<file path="src/rtl/serial_window_builder_pkg.sv">
`default_nettype none
// ============================================================================
//  Module      : serial_window_builder_pkg
//  Description : Shared window width, fill-state encoding and fill-step helper.
//  Revision    : 1.0 - initial release
// ============================================================================
package serial_window_builder_pkg;

    localparam int WIN_W = 3;

    typedef enum logic [1:0] {
        EMPTY = 2'd0,
        FILL1 = 2'd1,
        FILL2 = 2'd2,
        FULL  = 2'd3
    } state_t;

    // One accepted bit advances the fill level; FULL is absorbing.
    function automatic state_t next_fill(input state_t s);
        case (s)
            EMPTY:   next_fill = FILL1;
            FILL1:   next_fill = FILL2;
            default: next_fill = FULL;
        endcase
    endfunction

endpackage
`default_nettype wire

</file>
<file path="src/rtl/serial_window_builder_if.sv">
`default_nettype none
// ============================================================================
//  Module      : serial_window_builder_if
//  Description : Serial bit input and 3-bit window / palindrome status bundle.
//  Revision    : 1.0 - initial release
// ============================================================================
interface serial_window_builder_if #(
    parameter int CNT_W = 8
);

    logic             bit_in;
    logic             bit_valid;
    logic             clear;
    logic             win_a;
    logic             win_b;
    logic             win_c;
    logic             win_valid;
    logic             pal_flag;
    logic [CNT_W-1:0] pal_count;

    modport master (
        output bit_in, bit_valid, clear,
        input  win_a, win_b, win_c, win_valid, pal_flag, pal_count
    );

    modport slave (
        input  bit_in, bit_valid, clear,
        output win_a, win_b, win_c, win_valid, pal_flag, pal_count
    );

endinterface
`default_nettype wire

</file>
<file path="src/rtl/serial_window_builder_sat_counter.sv">
`default_nettype none
// ============================================================================
//  Module      : sat_counter
//  Description : Up-counter that sticks at all-ones; clear beats increment.
//  Revision    : 1.0 - initial release
// ============================================================================
module sat_counter #(
    parameter int W = 8
) (
    input  wire logic         clk,
    input  wire logic         rst_n,
    input  wire logic         clr,
    input  wire logic         inc,
    output logic      [W-1:0] count
);

    logic [W-1:0] r_count;

    always_ff @(posedge clk) begin
        if (!rst_n) begin
            r_count <= '0;
        end else if (clr) begin
            r_count <= '0;
        end else if (inc && (r_count != {W{1'b1}})) begin
            r_count <= r_count + 1'b1;
        end
    end

    assign count = r_count;

endmodule
`default_nettype wire

</file>
<file path="src/rtl/serial_window_builder.sv">
`default_nettype none
// ============================================================================
//  Module      : serial_window_builder
//  Description : Serial-to-3-bit sliding window with fill tracking, registered
//                palindrome flag and saturating palindrome-window count.
//  Revision    : 1.0 - initial release
// ============================================================================
module serial_window_builder
    import serial_window_builder_pkg::*;
#(
    parameter int CNT_W = 8
) (
    input  wire logic               clk,
    input  wire logic               rst_n,
    serial_window_builder_if.slave  bus
);

    state_t           r_state;
    state_t           w_state_next;
    logic [WIN_W-1:0] r_win;
    logic [WIN_W-1:0] w_win_next;
    logic             r_pal_flag;
    logic             w_pal_next;
    logic             w_pal_inc;

    always_ff @(posedge clk) begin
        if (!rst_n) begin
            r_state    <= EMPTY;
            r_win      <= '0;
            r_pal_flag <= 1'b0;
        end else begin
            r_state    <= w_state_next;
            r_win      <= w_win_next;
            r_pal_flag <= w_pal_next;
        end
    end

    // r_win[2] is the oldest bit, r_win[0] the newest; flag uses the post-shift window.
    always_comb begin
        w_state_next = r_state;
        w_win_next   = r_win;
        w_pal_next   = r_pal_flag;
        w_pal_inc    = 1'b0;
        if (bus.clear) begin
            w_state_next = EMPTY;
            w_win_next   = '0;
            w_pal_next   = 1'b0;
        end else if (bus.bit_valid) begin
            w_state_next = next_fill(r_state);
            w_win_next   = {r_win[WIN_W-2:0], bus.bit_in};
            w_pal_next   = (w_state_next == FULL) && (w_win_next[WIN_W-1] == w_win_next[0]);
            w_pal_inc    = w_pal_next;
        end
    end

    sat_counter #(
        .W (CNT_W)
    ) u_pal_count (
        .clk   (clk),
        .rst_n (rst_n),
        .clr   (bus.clear),
        .inc   (w_pal_inc),
        .count (bus.pal_count)
    );

    assign bus.win_a     = r_win[2];
    assign bus.win_b     = r_win[1];
    assign bus.win_c     = r_win[0];
    assign bus.win_valid = (r_state == FULL);
    assign bus.pal_flag  = r_pal_flag;

endmodule
`default_nettype wire
</file>
<file path="src/flat_wrapper.sv">
// flat-port wrapper written by rule: the top's interface ports become plain ports
module serial_window_builder_flat import serial_window_builder_pkg::*;
#(
    parameter int CNT_W = 8
)
  (clk, rst_n, bus_bit_in, bus_bit_valid, bus_clear, bus_win_a, bus_win_b, bus_win_c, bus_win_valid, bus_pal_flag, bus_pal_count);
  serial_window_builder_if #(.CNT_W(CNT_W)) bus_i ();
  input  wire logic clk;
  input  wire logic rst_n;
  input wire logic [$bits(bus_i.bit_in)-1:0] bus_bit_in;
  input wire logic [$bits(bus_i.bit_valid)-1:0] bus_bit_valid;
  input wire logic [$bits(bus_i.clear)-1:0] bus_clear;
  output wire logic [$bits(bus_i.win_a)-1:0] bus_win_a;
  output wire logic [$bits(bus_i.win_b)-1:0] bus_win_b;
  output wire logic [$bits(bus_i.win_c)-1:0] bus_win_c;
  output wire logic [$bits(bus_i.win_valid)-1:0] bus_win_valid;
  output wire logic [$bits(bus_i.pal_flag)-1:0] bus_pal_flag;
  output wire logic [$bits(bus_i.pal_count)-1:0] bus_pal_count;
  assign bus_i.bit_in = bus_bit_in;
  assign bus_i.bit_valid = bus_bit_valid;
  assign bus_i.clear = bus_clear;
  assign bus_win_a = bus_i.win_a;
  assign bus_win_b = bus_i.win_b;
  assign bus_win_c = bus_i.win_c;
  assign bus_win_valid = bus_i.win_valid;
  assign bus_pal_flag = bus_i.pal_flag;
  assign bus_pal_count = bus_i.pal_count;
  serial_window_builder #(.CNT_W(CNT_W)) u_core (.clk(clk), .rst_n(rst_n), .bus(bus_i));
endmodule
</file>
<file path="config.mk">
export PLATFORM = sky130hd
export DESIGN_NAME = serial_window_builder_flat
export DESIGN_NICKNAME = d
export VERILOG_FILES = /design/src/rtl/serial_window_builder_pkg.sv /design/src/rtl/serial_window_builder_if.sv /design/src/rtl/serial_window_builder_sat_counter.sv /design/src/rtl/serial_window_builder.sv /design/src/flat_wrapper.sv
export SDC_FILE = /design/constraint.sdc
export NUM_CORES = 1
export LEC_CHECK = 0
export ABC_CLOCK_PERIOD_IN_PS = 3000
export CAP_MARGIN = 20
export CORE_MARGIN = 2
export CORE_UTILIZATION = 45
export CTS_BUF_LIST = sky130_fd_sc_hd__clkbuf_4 sky130_fd_sc_hd__clkbuf_8
export DETAILED_ROUTE_END_ITERATION = 12
export PLACE_DENSITY = 0.8
export SLEW_MARGIN = 10
export SYNTH_ARGS = -nofsm -noshare
export SYNTH_HDL_FRONTEND = slang
export SYNTH_SLANG_ARGS = --single-unit
</file>
<file path="constraint.sdc">
create_clock -name clk -period 3 [get_ports clk]
set_input_delay 0.75 -clock clk [delete_from_list [all_inputs] [get_ports clk]]
set_output_delay 0.75 -clock clk [all_outputs]
set_load 0.01 [all_outputs]
</file>
==> flow_summary.yaml <==
worst_setup_path:
  path_class: "in2reg"
  path_max_fanout: 9
  crit_arrival_ns: 2.52
  startpoint_type: "input pin"
  cp_data_required_time_ns: 3.21
  cp-end-kind: "flop"
clocking:
  cts_resized: 0
  numCtsBuffers: 3
  cts.clk_slew.worst_paths_ns: 0.08
  clkSinkCount: 14
  insertion_delay_ns: 0.29
  htreeDepth: 1
  clock-root-buffer: "clkbuf_4"
  tritoncts: "built"
  cts_hold_buf: 0
  postCtsSetupBuffers: 0
  clk_path_buf_depth: 2
yosys:
  synth_seq_cells: 14
  synth_area_sq_um: 647
  synth.area.top_cells: "dfxtp_1 (43%), a21oi_1 (4.6%), mux2i_1 (4.6%)"
  yosysTopAreaCell: "dfxtp_1"
  yosysUniqueCellTypes: 28
  syn_nets: 82
  syn_area_per_cell_sq_um: 8.51
  ys_warn_count: 0
  netlist_instances: 76
  synth_fa_ha_area_share_pct: 1.93
  synth_xor_area_share_pct: 1.35
  synth_top_area_share_pct: 43.3
  synth_compound_area_share_pct: 17.4
  synth_top_family_by_area: "simple AND/OR/NAND/NOR gates"
  synth_seq_area_share_pct: 43.3
  synthMuxAreaShare_pct: 4.64
  yosys.area_share.simple_pct: 25.3
power_and_ir_drop:
  p_sw_mw: 0.0760
  ir_drop_v: 0.000316
  sw_frac_of_total_pct: 21.9
  p_leak_nw: 0.290
  power.density_nw_per_um2: 405
  power_frac_comb_pct: 5.4
  p_total_mw: 0.347
  seqPwrFrac_pct: 54.3
  p_clk_share_pct: 40.2
  intPower_mw: 0.271
route:
  highest_layer: "met4"
  viasPerCell: 5.82
  dr_wl_met3_microns: 85
  avgRoutedWirePerCell_microns: 12.3
  finalWirelength_microns: 1330
  ant_nets: 0
  wl_met2_microns: 605
  drc: 0
  drt_iter0_markers: 13
  via_count: 629
  first_pass_iters: 4
  wirelength_met1_microns: 618
flow_run:
  maxCapViolCount: 0
final_layout:
  final_cell_mix: "clkdlybuf4s50_1 (17), dfxtp_1 (14), nor2_1 (7), a21oi_1 (6)"
  syn_to_final_growth_pct: 32.3
  layoutNonFillerInstCount: 108
  final_core_util_pct: 65.0
  design_area_sq_um: 856
  final_common_cell: "clkdlybuf4s50_1"
  antenna_cells: 0
  drive_above_1_share_pct: 5.38
  fill_cells: 113
  finalNetCount: 100
sta:
  post-route-min-period_ns: 2.31
  fmax_mhz: 433
  grt_setup_unrepaired: "no"
  slew_headroom_pct: 53.3
  setup_viol: 0
  hold_viol_final: 0
  finClkSkew_ns: 0.00631
  fin_hold_ws_ns: 0.502
  setup_tns_ns: 0
  setup_slack_ns: 0.692
  maxSlewViolCount: 0
  tightest_slew_ns: 0.695
  fin_crit_sh_pct: 76.9
floorplan:
  core_area_sq_um: 1320
  die_h_microns: 41.9
  ios: 18
  fp-row-count: 13
  die_w_microns: 41.9
  start_util_pct: 49.1
  fp.dieArea_sq_um: 1760
placed_design:
  io_buffers: 17
  gp_congestion: 0.761
  place_ws_ns: 0.378
  hpwlAfterDp_microns: 1000
  placed_area_sq_um: 820
  dp_cells: 104
global_route:
  antenna_found_initial: 0
  grt_overflow: 0
  grt_max_degree: 14
  grt_pass1_vias: 541
  grt_util_all_layers_pct: 17.0
  grt_pass1_wl_microns: 2220
run_status:
  status: "finished clean"
worst_hold_path:
  min_path_type: "reg2reg"
## state kept, by name, indices dropped and copies added, names as in the netlist
register and cells:
u_core.u_pal_count.count 8, u_core.bus.pal_flag 1, u_core.r_win 3, u_core.r_state 2
## cell type report
class	count	area [sq um]	share of cell area, %
multi-input combinational	53	328	38.3
tap	15	18.8	2.19
clock buffer	4	36.3	4.24
timing repair buffer	18	178	20.8
sequential	14	280	32.7
inverter	4	15.0	1.75
## final timing paths
path                                       start                                       end  slack (ns)  cells after the start
setup / recovery                      bus_bit_in  u_core.u_pal_count.count[4]$_SDFFE_PP0P_        0.69                      5
hold / removal    u_core.r_state[1]$_SDFFE_PP0P_            u_core.r_state[0]$_SDFFE_PP0P_        0.50                      2
setup reg to reg    u_core.r_win[1]$_SDFFE_PP0P_  u_core.u_pal_count.count[4]$_SDFFE_PP0P_        1.22                      4
hold reg to reg   u_core.r_state[1]$_SDFFE_PP0P_            u_core.r_state[0]$_SDFFE_PP0P_        0.50                      2
## power by group through the flow
stage | logic, mW | clock network, mW | registers [mW]
2_1_floorplan | 0.00980 | 0 | 0.193
3_3_place_gp | 0.0188 | 0 | 0.193
3_5_place_dp | 0.0190 | 0 | 0.193
4_1_cts | 0.0189 | 0.142 | 0.189
5_1_grt | 0.0209 | 0.151 | 0.189
6_report | 0.0188 | 0.140 | 0.189
## kinds of logic (layout without fill, tap and decap cells)
logic type | after synthesis | after routing
multiplexers | 3 | 3
AND/OR/NAND/NOR | 30 | 30
AO/OA/AOI/OAI | 18 | 18
adder cells (fa/ha/maj) | 1 | 1
flip-flops | 14 | 14
XOR/XNOR | 1 | 1
buffers and inverters | 9 | 26
## metal layers
layer / vias to the layer above / global-route usage [%]
met5: - / 0
met4: 0 / 11.6
met3: 2 / 4.35
met2: 25 / 27.5
met1: 283 / 19.3
li1: 319 / -
## cells in the mapped netlist, drive strengths merged
master / instances
ha: 1
a311oi: 1
nor2b: 1
a21oi: 6
nand4: 2
a31oi: 3
nand2: 4
or3: 2
nand2b: 1
xor2: 1
inv: 4
clkbuf: 3
o31ai: 2
nand3: 3
or4: 2
and2: 1
mux2i: 3
o21ai: 3
nor2: 7
o311ai: 1
and4: 3
dfxtp: 14
a211oi: 1
nor4: 2
a41oi: 1
buf: 2
nor3: 2
## critical path, stage by stage
cell and delay (ns):
clkdlybuf4s50_1 0.44, xor2_1 0.18, or3_1 0.47, or4_1 0.53, a21oi_1 0.14
Note: power is estimated with default switching activity, not from simulation.
